[src/rtl/gray_wptr_gen_if.sv]
// Bundle between the FIFO write client and the Gray write-pointer generator.
// The client drives the request and the read pointer; the generator returns the address, the pointer and the flags.
interface gray_wptr_gen_if #(
    parameter int WIDTH = 8
);
    logic             inc;
    logic [WIDTH:0]   rptr_gray;
    logic [WIDTH-1:0] waddr;
    logic [WIDTH:0]   wptr_gray;
    logic             full;
    logic             almost_full;
    logic             accept;
    logic             ovf;

    modport master (
        output inc, rptr_gray,
        input  waddr, wptr_gray, full, almost_full, accept, ovf
    );

    modport slave (
        input  inc, rptr_gray,
        output waddr, wptr_gray, full, almost_full, accept, ovf
    );
endinterface

[src/rtl/gray_wptr_gen.sv]
// Write-side pointer generator for a dual-clock FIFO: binary write counter, registered Gray pointer, full/almost-full/overflow flags.
// Optional macro GRAY_WPTR_SYNC_EN inserts a two-flop synchronizer on the incoming Gray read pointer.
module gray_wptr_gen #(
    parameter int WIDTH    = 8,
    parameter int AF_LEVEL = (1 << WIDTH) - 2
) (
    input logic            sys_clk,
    input logic            sys_rst_n,
    gray_wptr_gen_if.slave bus
);

    localparam logic [WIDTH:0] AF_LEVEL_C = (WIDTH+1)'(AF_LEVEL);

    function automatic logic [WIDTH:0] bin2gray(input logic [WIDTH:0] b);
        return b ^ (b >> 1);
    endfunction

    function automatic logic [WIDTH:0] gray2bin(input logic [WIDTH:0] g);
        logic [WIDTH:0] b;
        b[WIDTH] = g[WIDTH];
        for (int i = WIDTH - 1; i >= 0; i--) begin
            b[i] = b[i+1] ^ g[i];
        end
        return b;
    endfunction

    logic [WIDTH:0] wbin_r;
    logic [WIDTH:0] wptr_gray_r;
    logic           full_r;
    logic           almost_full_r;
    logic           ovf_r;

    logic           accept_s;
    logic [WIDTH:0] wbin_next_s;
    logic [WIDTH:0] wgray_next_s;
    logic [WIDTH:0] rptr_s;
    logic [WIDTH:0] rbin_s;
    logic [WIDTH:0] level_s;
    logic           full_next_s;
    logic           almost_full_next_s;

`ifdef GRAY_WPTR_SYNC_EN
    logic [WIDTH:0] rptr_sync1_r;
    logic [WIDTH:0] rptr_sync2_r;

    // Two-flop synchronizer for the read pointer arriving from the read domain.
    always_ff @(posedge sys_clk) begin
        if (!sys_rst_n) begin
            rptr_sync1_r <= {(WIDTH+1){1'b0}};
            rptr_sync2_r <= {(WIDTH+1){1'b0}};
        end else begin
            rptr_sync1_r <= bus.rptr_gray;
            rptr_sync2_r <= rptr_sync1_r;
        end
    end

    assign rptr_s = rptr_sync2_r;
`else
    assign rptr_s = bus.rptr_gray;
`endif

    // Next pointer and flag evaluation; flags look at the post-edge pointer against the current read pointer.
    always_comb begin
        accept_s           = bus.inc & ~full_r;
        wbin_next_s        = wbin_r + {{WIDTH{1'b0}}, accept_s};
        wgray_next_s       = bin2gray(wbin_next_s);
        rbin_s             = gray2bin(rptr_s);
        level_s            = wbin_next_s - rbin_s;
        // Full when the Gray pointers differ only in their top two bits (one lap ahead).
        full_next_s        = (wgray_next_s == {~rptr_s[WIDTH:WIDTH-1], rptr_s[WIDTH-2:0]});
        almost_full_next_s = (level_s >= AF_LEVEL_C);
    end

    // Pointer and flag registers.
    always_ff @(posedge sys_clk) begin
        if (!sys_rst_n) begin
            wbin_r        <= {(WIDTH+1){1'b0}};
            wptr_gray_r   <= {(WIDTH+1){1'b0}};
            full_r        <= 1'b0;
            almost_full_r <= 1'b0;
            ovf_r         <= 1'b0;
        end else begin
            wbin_r        <= wbin_next_s;
            wptr_gray_r   <= wgray_next_s;
            full_r        <= full_next_s;
            almost_full_r <= almost_full_next_s;
            ovf_r         <= bus.inc & full_r;
        end
    end

    assign bus.accept      = accept_s;
    assign bus.waddr       = wbin_r[WIDTH-1:0];
    assign bus.wptr_gray   = wptr_gray_r;
    assign bus.full        = full_r;
    assign bus.almost_full = almost_full_r;
    assign bus.ovf         = ovf_r;

endmodule
[src/flat_wrapper.sv]
// flat-port wrapper written by rule: the top's interface ports become plain ports
module gray_wptr_gen_flat 
#(
    parameter int WIDTH    = 8,
    parameter int AF_LEVEL = (1 << WIDTH) - 2
)
  (sys_clk, sys_rst_n, bus_inc, bus_rptr_gray, bus_waddr, bus_wptr_gray, bus_full, bus_almost_full, bus_accept, bus_ovf);
  gray_wptr_gen_if #(.WIDTH(WIDTH)) bus_i ();
  input logic sys_clk;
  input logic sys_rst_n;
  input wire logic [$bits(bus_i.inc)-1:0] bus_inc;
  input wire logic [$bits(bus_i.rptr_gray)-1:0] bus_rptr_gray;
  output wire logic [$bits(bus_i.waddr)-1:0] bus_waddr;
  output wire logic [$bits(bus_i.wptr_gray)-1:0] bus_wptr_gray;
  output wire logic [$bits(bus_i.full)-1:0] bus_full;
  output wire logic [$bits(bus_i.almost_full)-1:0] bus_almost_full;
  output wire logic [$bits(bus_i.accept)-1:0] bus_accept;
  output wire logic [$bits(bus_i.ovf)-1:0] bus_ovf;
  assign bus_i.inc = bus_inc;
  assign bus_i.rptr_gray = bus_rptr_gray;
  assign bus_waddr = bus_i.waddr;
  assign bus_wptr_gray = bus_i.wptr_gray;
  assign bus_full = bus_i.full;
  assign bus_almost_full = bus_i.almost_full;
  assign bus_accept = bus_i.accept;
  assign bus_ovf = bus_i.ovf;
  gray_wptr_gen #(.WIDTH(WIDTH), .AF_LEVEL(AF_LEVEL)) u_core (.sys_clk(sys_clk), .sys_rst_n(sys_rst_n), .bus(bus_i));
endmodule
[config.mk]
export PLATFORM = sky130hd
export DESIGN_NAME = gray_wptr_gen_flat
export DESIGN_NICKNAME = d
export VERILOG_FILES = /design/src/rtl/gray_wptr_gen_if.sv /design/src/rtl/gray_wptr_gen.sv /design/src/flat_wrapper.sv
export SDC_FILE = /design/constraint.sdc
export NUM_CORES = 1
export LEC_CHECK = 0
export CELL_PAD_IN_SITES_DETAIL_PLACEMENT = 1
export CELL_PAD_IN_SITES_GLOBAL_PLACEMENT = 2
export CORE_UTILIZATION = 33
export DETAILED_ROUTE_END_ITERATION = 12
export MAX_ROUTING_LAYER = met4
export PLACE_DENSITY_LB_ADDON = 0.1
export SLEW_MARGIN = 20
export SYNTH_ARGS = -nofsm -noshare
export SYNTH_HDL_FRONTEND = slang
export SYNTH_SLANG_ARGS = --single-unit
export TNS_END_PERCENT = 100
[constraint.sdc]
create_clock -name sys_clk -period 7.9 [get_ports sys_clk]
set_input_delay 0.79 -clock sys_clk [delete_from_list [all_inputs] [get_ports sys_clk]]
set_output_delay 0.79 -clock sys_clk [all_outputs]
set_load 0.02 [all_outputs]
Word level (Yosys, flattened, before mapping)
Index checks and enable logic that the tools add are counted.

storage, ports and cells
  register bits after elaboration = 21
  input bits = 12
  output and inout port bits = 21
  logic and storage cells = 22

operators by class
  add/subtract/negate cells = 2
  order comparisons = 1
  eq/ne operators = 1
  bitwise gates (word level) = 13

operator list
  operator              number
  $add A9 B1 Y9         1
  $eq A9 B9 Y1          1
  $ge A9 B8 Y1 const B  1
  $sub A9 B9 Y9         1
  $xor A9 B8 Y9         1
  $xor A1 B1 Y1         8
  $and A1 B1 Y1         2
  $not A2 Y2            1
  $not A1 Y1            1

Longest topological paths before layout
Gate-level depths: netlist of run 1.

  depth after elaboration = 10
  depth in mapped cells = 13
  gate-level depth less buffers = 13

Worst setup path before layout of run 1
No wires, ideal clock.

  path kind = input -> register
  start point = in bus_inc
  end point = reg u_core.almost_full_r, in the netlist u_core.bus.almost_full
  setup time = 0.120 ns
  arrival time = 3.549 ns
  data required time = 7.780 ns
  slack = 4.231 ns
  cell stages on the path = 12
  buffers on the path = 0
  path through = nor2b_1 -> ha_1 -> ha_1 -> nand3_1 -> xor2_1 -> inv_1 -> ha_1 -> and2_1 -> o21ai_0 -> a31oi_1 -> o31a_1 -> o31a_1

between the ends
  word-level cells in the longest chain between the ends = 4

RTL lines
  element                          line                 text
  from (decl)                      flat_wrapper.sv:11   input wire logic [$bits(bus_i.inc)-1:0] bus_inc;
  $and A1 B1 Y1                    gray_wptr_gen.sv:64  accept_s = bus.inc & ~full_r;
  $add A9 B1 Y9                    gray_wptr_gen.sv:65  wbin_next_s = wbin_r + {{WIDTH{1'b0}}, accept_s};
  named net u_core.wbin_next_s[4]  gray_wptr_gen.sv:34  logic [WIDTH:0] wbin_next_s;
  $sub A9 B9 Y9                    gray_wptr_gen.sv:68  level_s = wbin_next_s - rbin_s;
  $ge A9 B8 Y1                     gray_wptr_gen.sv:71  almost_full_next_s = (level_s >= AF_LEVEL_C);
  to (signal assigned)             gray_wptr_gen.sv:86  almost_full_r <= almost_full_next_s;
  to (decl)                        gray_wptr_gen.sv:30  logic almost_full_r;

The timed path passes the listed nets, and every way through them passes these cells.
A chain may end at the register's enable or synchronous reset.

Final worst setup path of run 1
  start point = in bus_rptr_gray[8]
  end point = reg u_core.almost_full_r, in the netlist u_core.bus.almost_full

between the ends
  word-level cells in the longest chain between the ends = 10

RTL lines
  element                      line                 text
  from (decl)                  flat_wrapper.sv:12   input wire logic [$bits(bus_i.rptr_gray)-1:0] bus_rptr_gray;
  $xor A1 B1 Y1 (8 in series)  gray_wptr_gen.sv:22  b[i] = b[i+1] ^ g[i];
  $sub A9 B9 Y9 (*)            gray_wptr_gen.sv:68
  $ge A9 B8 Y1 (*)             gray_wptr_gen.sv:71

Mark *: on every way between the ends. The rest lies on a longest branch, timed or not.

==> run summary, run 1 <==
Post-CTS Setup Inserts -> 0
Fin. max-slew vios -> 0
Critical path depth in cells -> 13
Max_cap viols -> 0
Seq cells post-synth -> 20
WHS Path Cells -> 1
Switching share of total power -> 0.2857
Die X -> 68.78 µm
Post-synth cell types -> 36
TritonCTS Buffers -> 3
Status -> complete, no violations
Setup TNS -> 0 ns
Post-CTS resize count -> 0
Final #Nets -> 205
Placer congestion estimate -> 0.7608
Hold Path Class -> register to register
Post-synthesis compound-gate area fraction -> 0.07143
Kind of critical path -> input port to register
Switch Pwr -> 89.16 µW
Sink Count -> 20
Clk_lat worst skew -> 0.26 ns
Initial antenna violation count -> 0
EDFF count, synth -> 0
Cells after synthesis -> 149
Largest stage delay on the critical path -> 0.52 ns
Clock power frac -> 0.336
Root Driver -> clkbuf_8
Max Buffers Root-to-Sink -> 2
CP Buf/Inv Count -> 1
Element type at the critical path end -> register
Core area -> 0.004144 mm²
Slew of the pin with the lowest slew margin -> 0.5916 ns
Leakage -> 0.8224 nW
Relative max-transition margin -> 0.6028
Drt pass-1 iters -> 2
Port buffer count -> 32
Delay-heaviest family, CP -> XOR/XNOR gates
Sequential-to-total area share from yosys stat -> 0.2721
Routed wire per std cell -> 14.00 µm
DRC violations left -> 0
Gr usage total -> 0.1616
Reg2reg setup slack -> 4.72 ns
Overall routed net length -> 3235 µm
Share of cells above drive strength 1 -> 0.06630
Reg2Reg Depth -> 12
Comb power frac -> 0.327
Synth Area in Adders -> 0.09864
Die height -> 68.78 µm
Synth async-reset ratio -> 0
Setup crit start kind -> input port
Die footprint -> 0.004730 mm²
Final setup violating endpoints -> 0
Antenna-violating nets left -> 0
Max frequency -> 251.6 MHz
DP HPWL -> 2656 µm
Reg clk slew, reported paths -> 0.09 ns
Clk_skew -> 0.008154 ns
Via count -> 1101
Syn_nets -> 172
Hold Violations, Final -> 0
Largest net degree at the start of global routing -> 21
Design Power -> 312.0 µW
CTS tree -> done
Peak supply drop -> 0.08357 mV
Post-Synth Simple-Gate Area -> 0.1913
RSZ-0062 raised after global routing -> false
First-pass GRT wire length -> 5278 µm
Average cell area after synthesis -> 9.875 µm²
Pwr per Cell Area -> 163.5 mW/mm²
Yosys warns -> 0
Synth Area in XOR/XNOR -> 0.3265
Tcrit/Tclk final -> 0.5031
Crit-path cells -> clkdlybuf4s50_1 -> xnor2_4 -> xor2_4 -> xor2_2 -> xnor3_2 -> xnor2_2 -> ha_1 -> fa_1 -> nor2b_1 -> o2111ai_1 -> a31oi_1 -> nor4_1 -> o31a_1
Worst EP required -> 8.06 ns
IO Pins -> 33
Antenna Cells -> 0
Vias in the first global route -> 1125
CP max-delay cell -> clkdlybuf4s50_1
Initial core utilization -> 0.3551
Layout Area Growth over Synthesis -> 29.68%
Rows -> 23
Mapped Area -> 0.001471 mm²
Sequential Power Share -> 0.337
Critical path data arrival time -> 4.14 ns
DR iter-0 viols -> 33
Largest family of logic cells by synthesized area -> XOR/XNOR gates
Power Internal -> 222.9 µW
Max H-tree Level -> 1
Via density per instance -> 4.766
Hold buffer count at CTS -> 0
Top FF cell, synth -> dfxtp_1
Post-synthesis mux area share -> 0
CP Max Fanout -> 4
Fin crit period -> 3.975 ns
Grt ovf -> 0
cell families after synthesis:
family,count (synthesis)
AND/OR/NAND/NOR,52
XOR/XNOR,38
flip-flops,20
buffers and inverters,15
AO/OA/AOI/OAI,13
adder cells (fa/ha/maj),11
synth_stat cells (2+ instances only):
library cell / count / area, µm²
and2_1: 14 / 87.58
and3_1: 4 / 25.02
clkbuf_1: 2 / 7.510
dfxtp_1: 20 / 400.4
ha_1: 10 / 125.1
inv_1: 11 / 41.29
nand2_1: 5 / 18.77
nand3_1: 5 / 25.02
nand4_1: 2 / 12.51
nor2_1: 8 / 30.03
nor2b_1: 9 / 56.30
nor3_1: 4 / 20.02
o21a_1: 2 / 15.01
o31a_1: 2 / 17.52
xnor2_1: 13 / 113.9
xnor3_1: 4 / 90.09
xor2_1: 14 / 122.6
xor2_2: 2 / 32.53
registers in the layout (all words and copies together) (netlist names):
name,count
u_core.bus.wptr_gray,9
u_core.wbin_r,8
u_core.bus.almost_full,1
u_core.bus.full,1
u_core.bus.ovf,1
per-layer routing:
metal  GRT usage  up-vias  share of wire
li1            -      559              -
met1      0.2000      515           0.48
met2      0.2623       23           0.48
met3     0.02632        4          0.025
met4     0.06378        0          0.018
met5           -        -              0
power groups by stage:
stage               Sequential [mW]  Clock (mW)  Combinational, mW
floorplan                     0.111           0             0.0697
global placement              0.108           0              0.101
detailed placement            0.108           0              0.104
CTS                           0.105       0.110              0.104
global route                  0.106       0.114              0.114
finish                        0.105       0.105              0.102
layout by cell type (no fill, tap or decap), types with 5 or more instances in the layout:
cell and n:
xor2_1 14, ha_1 10, inv_1 11, nor2b_1 9, xnor2_1 13, nor2_1 8
and2_1 14, dfxtp_1 20, nand2_1 5, nand3_1 5, clkdlybuf4s50_1 32
cell type report:
cell class / count / area, µm²
fillers: 494 / 2236
multi-input cells: 114 / 1012
flip-flops and latches: 20 / 400.4
repair buffers: 32 / 320.3
well taps: 50 / 62.56
clock buffers: 3 / 41.29
inverters: 11 / 41.29
clock inverters: 1 / 30.03
path summary, 6_finish.rpt:
path | from | end
max reg2reg | u_core.bus.full | u_core.bus.almost_full
max | bus_rptr_gray[8] | u_core.bus.almost_full
min | u_core.bus.full | u_core.bus.ovf
min reg2reg | u_core.bus.full | u_core.bus.ovf
metrics by stage:
stage / worst slack (ns) / util / hold slack, ns / area, µm² / std cells
3_5_place_dp: 3.593 / 0.4432 / 0.5052 / 1837 / 227
2_1_floorplan: 4.231 / - / 0.5709 / 1471 / 149
4_1_cts: 3.864 / 0.4604 / 0.5295 / 1908 / 231
6_report: 3.925 / 0.4604 / 0.5188 / 1908 / 231
5_1_grt: 3.721 / 0.4604 / 0.5473 / 1908 / 231
3_3_place_gp: 3.727 / 0.4432 / 0.4909 / 1837 / 227
worst register-to-register path, stage by stage (launching register included):
cell	delay (ns)
dfxtp_1	0.33
nor2b_1	0.17
ha_1	0.23
ha_1	0.31
nand3_1	0.13
xor2_1	0.34
inv_1	0.14
ha_1	0.34
and2_1	0.16
o21ai_0	0.20
a31oi_1	0.14
o31a_1	0.29
o31a_1	0.28
Power figures use the tool's default switching activity.
==> run 2: changes to the inputs <==
--- a/config.mk
+++ b/config.mk
@@ -7,7 +7,7 @@
 export LEC_CHECK = 0
 export CELL_PAD_IN_SITES_DETAIL_PLACEMENT = 1
 export CELL_PAD_IN_SITES_GLOBAL_PLACEMENT = 2
-export CORE_UTILIZATION = 33
+export CORE_UTILIZATION = 28
 export DETAILED_ROUTE_END_ITERATION = 12
 export MAX_ROUTING_LAYER = met4
 export PLACE_DENSITY_LB_ADDON = 0.1
==> constraint.sdc (replaced) <==
create_clock -name sys_clk -period 3.61 [get_ports sys_clk]
set_input_delay 0.361 -clock sys_clk [delete_from_list [all_inputs] [get_ports sys_clk]]
set_output_delay 0.361 -clock sys_clk [all_outputs]
set_load 0.02 [all_outputs]
==> run 2 against run 1 <==
Compared with the run above: worst setup slack got worse by 3.7 ns; flip-flop and latch count unchanged; utilization decreased by 6.2 points; final cell count increased by 15%; non-clock buffer count increased by 14; clock power increased by 64%; hold slack got worse by 0.021 ns; critical path type unchanged; critical endpoint unchanged; largest cell class unchanged.
==> run summary, run 2 (same netlist as run 1, synthesis figures left out) <==
Largest register FFs -> 9
DR top layer -> met4
Share of cells above drive strength 1 -> 0.1333
Die X -> 74.49 µm
Hold_ws -> 0.4979 ns
Worst r2r dst -> u_core.bus.almost_full
WHS Path Cells -> 1
Antenna-violating nets left -> 0
Final setup violating endpoints -> 0
RSZ-0062 raised after global routing -> false
Placer congestion estimate -> 0.8226
Clk_skew -> 0.004251 ns
Vias in the first global route -> 1156
Post-CTS Setup Inserts -> 0
Routed wire per std cell -> 13.34 µm
Clk_lat worst skew -> 0.26 ns
DR iter-0 viols -> 41
Kind of critical path -> input port to register
Max H-tree Level -> 1
Element type at the critical path end -> register
Core area -> 0.005075 mm²
Die height -> 74.49 µm
Post-CTS resize count -> 0
IO Pins -> 33
Most frequent cells in the layout -> clkdlybuf4s50_1, dfxtp_1, xor2_1, and2_1, buf_4
Root Driver -> clkbuf_8
Reg2reg setup slack -> 0.67 ns
Hold buffer count at CTS -> 0
Gr usage total -> 0.1406
Setup crit start kind -> input port
Worst EP required -> 3.76 ns
First-pass GRT wire length -> 5547 µm
Hold Path Class -> register to register
Overall routed net length -> 3535 µm
Reg2Reg Depth -> 12
Worst Setup SP -> bus_rptr_gray[7]
Fin. max-slew vios -> 0
Max frequency -> 299.8 MHz
Hold Violations, Final -> 0
Slew of the pin with the lowest slew margin -> 0.5856 ns
Status -> complete, no violations
Final #Nets -> 219
Port buffer count -> 32
Max_cap viols -> 0
Leakage -> 0.8814 nW
Reg clk slew, reported paths -> 0.08 ns
DP HPWL -> 2988 µm
CTS tree -> done
Fin crit period -> 3.335 ns
Die footprint -> 0.005549 mm²
Critical path data arrival time -> 3.49 ns
Layout Area Growth over Synthesis -> 37.42%
Relative max-transition margin -> 0.6084
Via density per instance -> 4.426
Peak supply drop -> 0.1363 mV
Routed met2 length -> 1755 µm
Met3 routed WL -> 72 µm
TritonCTS Buffers -> 3
Initial core utilization -> 0.2899
Sink Count -> 20
Grt ovf -> 0
Largest net degree at the start of global routing -> 21
Final core occ -> 0.3984
Most common cell after layout, fill and taps aside -> clkdlybuf4s50_1
Tcrit/Tclk final -> 0.9239
DRT met1 WL -> 1672 µm
Drt pass-1 iters -> 4
Rows -> 26
DRC violations left -> 0
Max Buffers Root-to-Sink -> 2
Crit path to -> u_core.bus.almost_full
Pwr per Cell Area -> 319.2 mW/mm²
Initial antenna violation count -> 0
CP Max Fanout -> 2
Antenna Cells -> 0
Crit Reg-Reg Startpoint -> u_core.bus.full
Via count -> 1173
-- run 2: worst min-delay path by stage --
stage	from	to	slack [ns]
detailed placement	u_core.bus.full	u_core.bus.ovf	0.49
finish	u_core.bus.full	u_core.bus.ovf	0.50
floorplan	bus_inc	u_core.bus.ovf	0.51
global placement	u_core.bus.full	u_core.bus.ovf	0.49
CTS	u_core.bus.full	u_core.bus.ovf	0.50
global route	u_core.bus.full	u_core.bus.ovf	0.53
-- run 2: final cells by class --
class	instances	area, µm²
well taps	70	87.58
clock buffers	4	55.05
inverters	11	41.29
fillers	604	3053
repair buffers	46	425.4
flip-flops and latches	20	400.4
multi-input cells	114	1012
-- run 2: per-stage QoR --
step / area, µm² / power (mW) / setup slack (ns) / std cells / TNS [ns]
after floorplan: 1471 / 0.3960 / 0.3560 / 149 / 0
after detailed placement: 1967 / 0.4836 / -0.02542 / 261 / -0.02542
after global placement: 1967 / 0.4740 / 0.06283 / 261 / 0
after global routing: 2022 / 0.6865 / 0.07813 / 265 / 0
final: 2022 / 0.6453 / 0.2748 / 265 / 0
after CTS: 2022 / 0.6595 / 0.2469 / 265 / 0
-- run 2: per-layer routing --
metal | global-route usage | vias up
li1 | - | 584
met1 | 0.1806 | 568
met2 | 0.2272 | 19
met3 | 0.02033 | 2
met4 | 0.04403 | 0
met5 | - | -
-- run 2: report_power, final --
part / switching [mW] / internal, mW / leakage (nW) / total, mW
clock network: 0.0749 / 0.0970 / 0.0288 / 0.172
logic: 0.115 / 0.128 / 0.690 / 0.243
registers: 0.00332 / 0.227 / 0.162 / 0.230
-- run 2: worst max-delay path, stage by stage --
cell,delay (ns)
clkdlybuf4s50_1,0.53
xnor2_4,0.26
xor2_4,0.20
xor2_2,0.17
xnor3_2,0.30
xnor2_2,0.15
ha_1,0.21
fa_1,0.42
nor2b_1,0.13
o2111ai_1,0.13
a31oi_1,0.26
nor4_1,0.08
o31a_1,0.27
==> run 3: changes to the inputs <==
--- a/config.mk
+++ b/config.mk
@@ -7,8 +7,9 @@
 export LEC_CHECK = 0
 export CELL_PAD_IN_SITES_DETAIL_PLACEMENT = 1
 export CELL_PAD_IN_SITES_GLOBAL_PLACEMENT = 2
-export CORE_UTILIZATION = 28
+export CORE_UTILIZATION = 35
 export DETAILED_ROUTE_END_ITERATION = 12
+export DONT_BUFFER_PORTS = 1
 export MAX_ROUTING_LAYER = met4
 export PLACE_DENSITY_LB_ADDON = 0.1
 export SLEW_MARGIN = 20
==> constraint.sdc (replaced) <==
create_clock -name sys_clk -period 3.95 [get_ports sys_clk]
set_input_delay 0.395 -clock sys_clk [delete_from_list [all_inputs] [get_ports sys_clk]]
set_output_delay 0.395 -clock sys_clk [all_outputs]
set_load 0.02 [all_outputs]
==> run 3 against run 2 <==
Compared with the run above: combinational power down 31%; register-to-register slack got worse by 0.18 ns; highest routed layer unchanged; count of clock-buffer cells in the layout is 1 lower; largest power group is now sequential cells; non-clock buffer count down 43; die area down 19%.
==> run summary, run 3 (same netlist as run 1, synthesis figures left out) <==
Sink Count -> 20
Largest stage delay on the critical path -> 0.38 ns
Routed wire per std cell -> 15.31 µm
Leakage -> 0.7056 nW
First-pass GRT wire length -> 4836 µm
Grt ovf -> 0
Worst EP required -> 4.10 ns
Max H-tree Level -> 1
Final setup violating endpoints -> 0
Switching share of total power -> 0.3023
Root Driver -> clkbuf_8
Clock power frac -> 0.254
Largest register FFs -> 9
Most frequent cells in the layout -> dfxtp_1, xor2_1, and2_1
Final #Nets -> 176
Switch Pwr -> 156.5 µW
Post-CTS resize count -> 0
Overall routed net length -> 3078 µm
Initial core utilization -> 0.3652
Max frequency -> 289.4 MHz
DP HPWL -> 2534 µm
Core area -> 0.004029 mm²
Vias in the first global route -> 1005
Hold_ws -> 0.2605 ns
Clk_lat worst skew -> 0.25 ns
DRC violations left -> 0
Hold Path Class -> input port to register
Slew of the pin with the lowest slew margin -> 0.4798 ns
Die footprint -> 0.004468 mm²
Comb power frac -> 0.323
Hold buffer count at CTS -> 0
Fillers -> 468
RSZ-0062 raised after global routing -> false
Reg clk slew, reported paths -> 0.07 ns
Antenna-violating nets left -> 0
CP most frequent cell -> ha_1
Drt pass-1 iters -> 4
Via density per instance -> 5.000
Rows -> 23
Antenna Cells -> 0
Sequential Power Share -> 0.423
Layout Area Growth over Synthesis -> 7.398%
Post-route design area -> 0.001580 mm²
Critical path data arrival time -> 3.60 ns
CTS tree -> done
Final core occ -> 0.3922
TritonCTS Buffers -> 3
Most common cell after layout, fill and taps aside -> dfxtp_1
IO Pins -> 33
Largest net degree at the start of global routing -> 21
Status -> complete, no violations
Initial antenna violation count -> 0
Peak supply drop -> 0.1131 mV
Pwr per Cell Area -> 327.5 mW/mm²
Kind of critical path -> register to register
Fin crit period -> 3.456 ns
Area occupied by multi-input gates -> 0.001012 mm²
Gr usage total -> 0.1546
CP Max Fanout -> 6
Register area -> 400.4 µm²
Setup crit start kind -> register
Fin. max-slew vios -> 0
DR iter-0 viols -> 25
Relative max-transition margin -> 0.6797
Max_cap viols -> 0
Clk_skew -> 0.003024 ns
Port buffer count -> 0
Via count -> 1005
Die height -> 66.84 µm
Design Power -> 517.6 µW
Crit-path cells -> nor2b_1 -> buf_4 -> ha_1 -> ha_1 -> nand3_1 -> xor2_1 -> inv_1 -> ha_1 -> and2_1 -> o21ai_0 -> a31oi_1 -> o31a_1 -> o31a_1
Share of cells above drive strength 1 -> 0.09272
CP max-delay cell -> dfxtp_1
Element type at the critical path end -> register
Post-CTS Setup Inserts -> 0
Hold Violations, Final -> 0
Placer congestion estimate -> 0.7347
Setup TNS -> 0 ns
Tcrit/Tclk final -> 0.8749
Delay-heaviest family, CP -> compound AO/OA/AOI/OAI gates
Cell Area, Placed -> 0.001539 mm²
Power Internal -> 361.1 µW
Max Buffers Root-to-Sink -> 2
CP Buf/Inv Count -> 2
Die X -> 66.84 µm
## run 3: changes by cell type in the layout (fill, tap and decap cells not counted)
| cell | before | now |
|---|---|---|
| clkdlybuf4s50_1 | 32 | 0 |
| buf_4 | 14 | 3 |
| clkbuf_8 | 4 | 3 |
## run 3: worst reg2reg max path: cells and delay by family, from the launching register on
kind	cells	cell delay, ns
AO/OA/AOI/OAI	4	0.99
buffers and inverters	2	0.29
XOR/XNOR	1	0.37
flip-flops	1	0.38
AND/OR/NAND/NOR	3	0.45
adder cells (fa/ha/maj)	3	0.86
## run 3: metrics by stage
stage	cells	worst slack, ns
after floorplan	149	0.6758
after global placement	198	0.6457
after detailed placement	198	0.4919
after CTS	201	0.4699
after global routing	201	0.2611
final	201	0.4943
## run 3: power groups by stage
stage | combinational [mW] | clock, mW | sequential (mW)
after CTS | 0.173 | 0.140 | 0.219
final | 0.167 | 0.131 | 0.219
after global placement | 0.163 | 0 | 0.224
after floorplan | 0.139 | 0 | 0.222
after global routing | 0.187 | 0.145 | 0.220
after detailed placement | 0.171 | 0 | 0.224
## run 3: final timing paths
check / startpoint / to / slack [ns] / cells after the start
max: u_core.bus.full / u_core.bus.almost_full / 0.49 / 13
min: sys_rst_n / u_core.bus.wptr_gray[1] / 0.26 / 1
max reg2reg: u_core.bus.full / u_core.bus.almost_full / 0.49 / 13
min reg2reg: u_core.bus.full / u_core.bus.ovf / 0.61 / 1
## run 3: per-layer routing
metal	vias to the layer above	routed length [µm]	track usage	share of wire
met5	-	0	-	0
li1	500	-	-	-
met3	4	130	0.03938	0.042
met1	479	1418	0.1782	0.46
met2	22	1487	0.2576	0.48
met4	0	41	0.05585	0.013
## run 3: cell type report
| cell class | instances | area share |
|---|---|---|
| Inverter | 11 | 0.02613 |
| Clock buffer | 3 | 0.02613 |
| Multi-Input combinational cell | 114 | 0.6405 |
| Tap cell | 50 | 0.03959 |
| Timing Repair Buffer | 3 | 0.01425 |
| Sequential cell | 20 | 0.2534 |
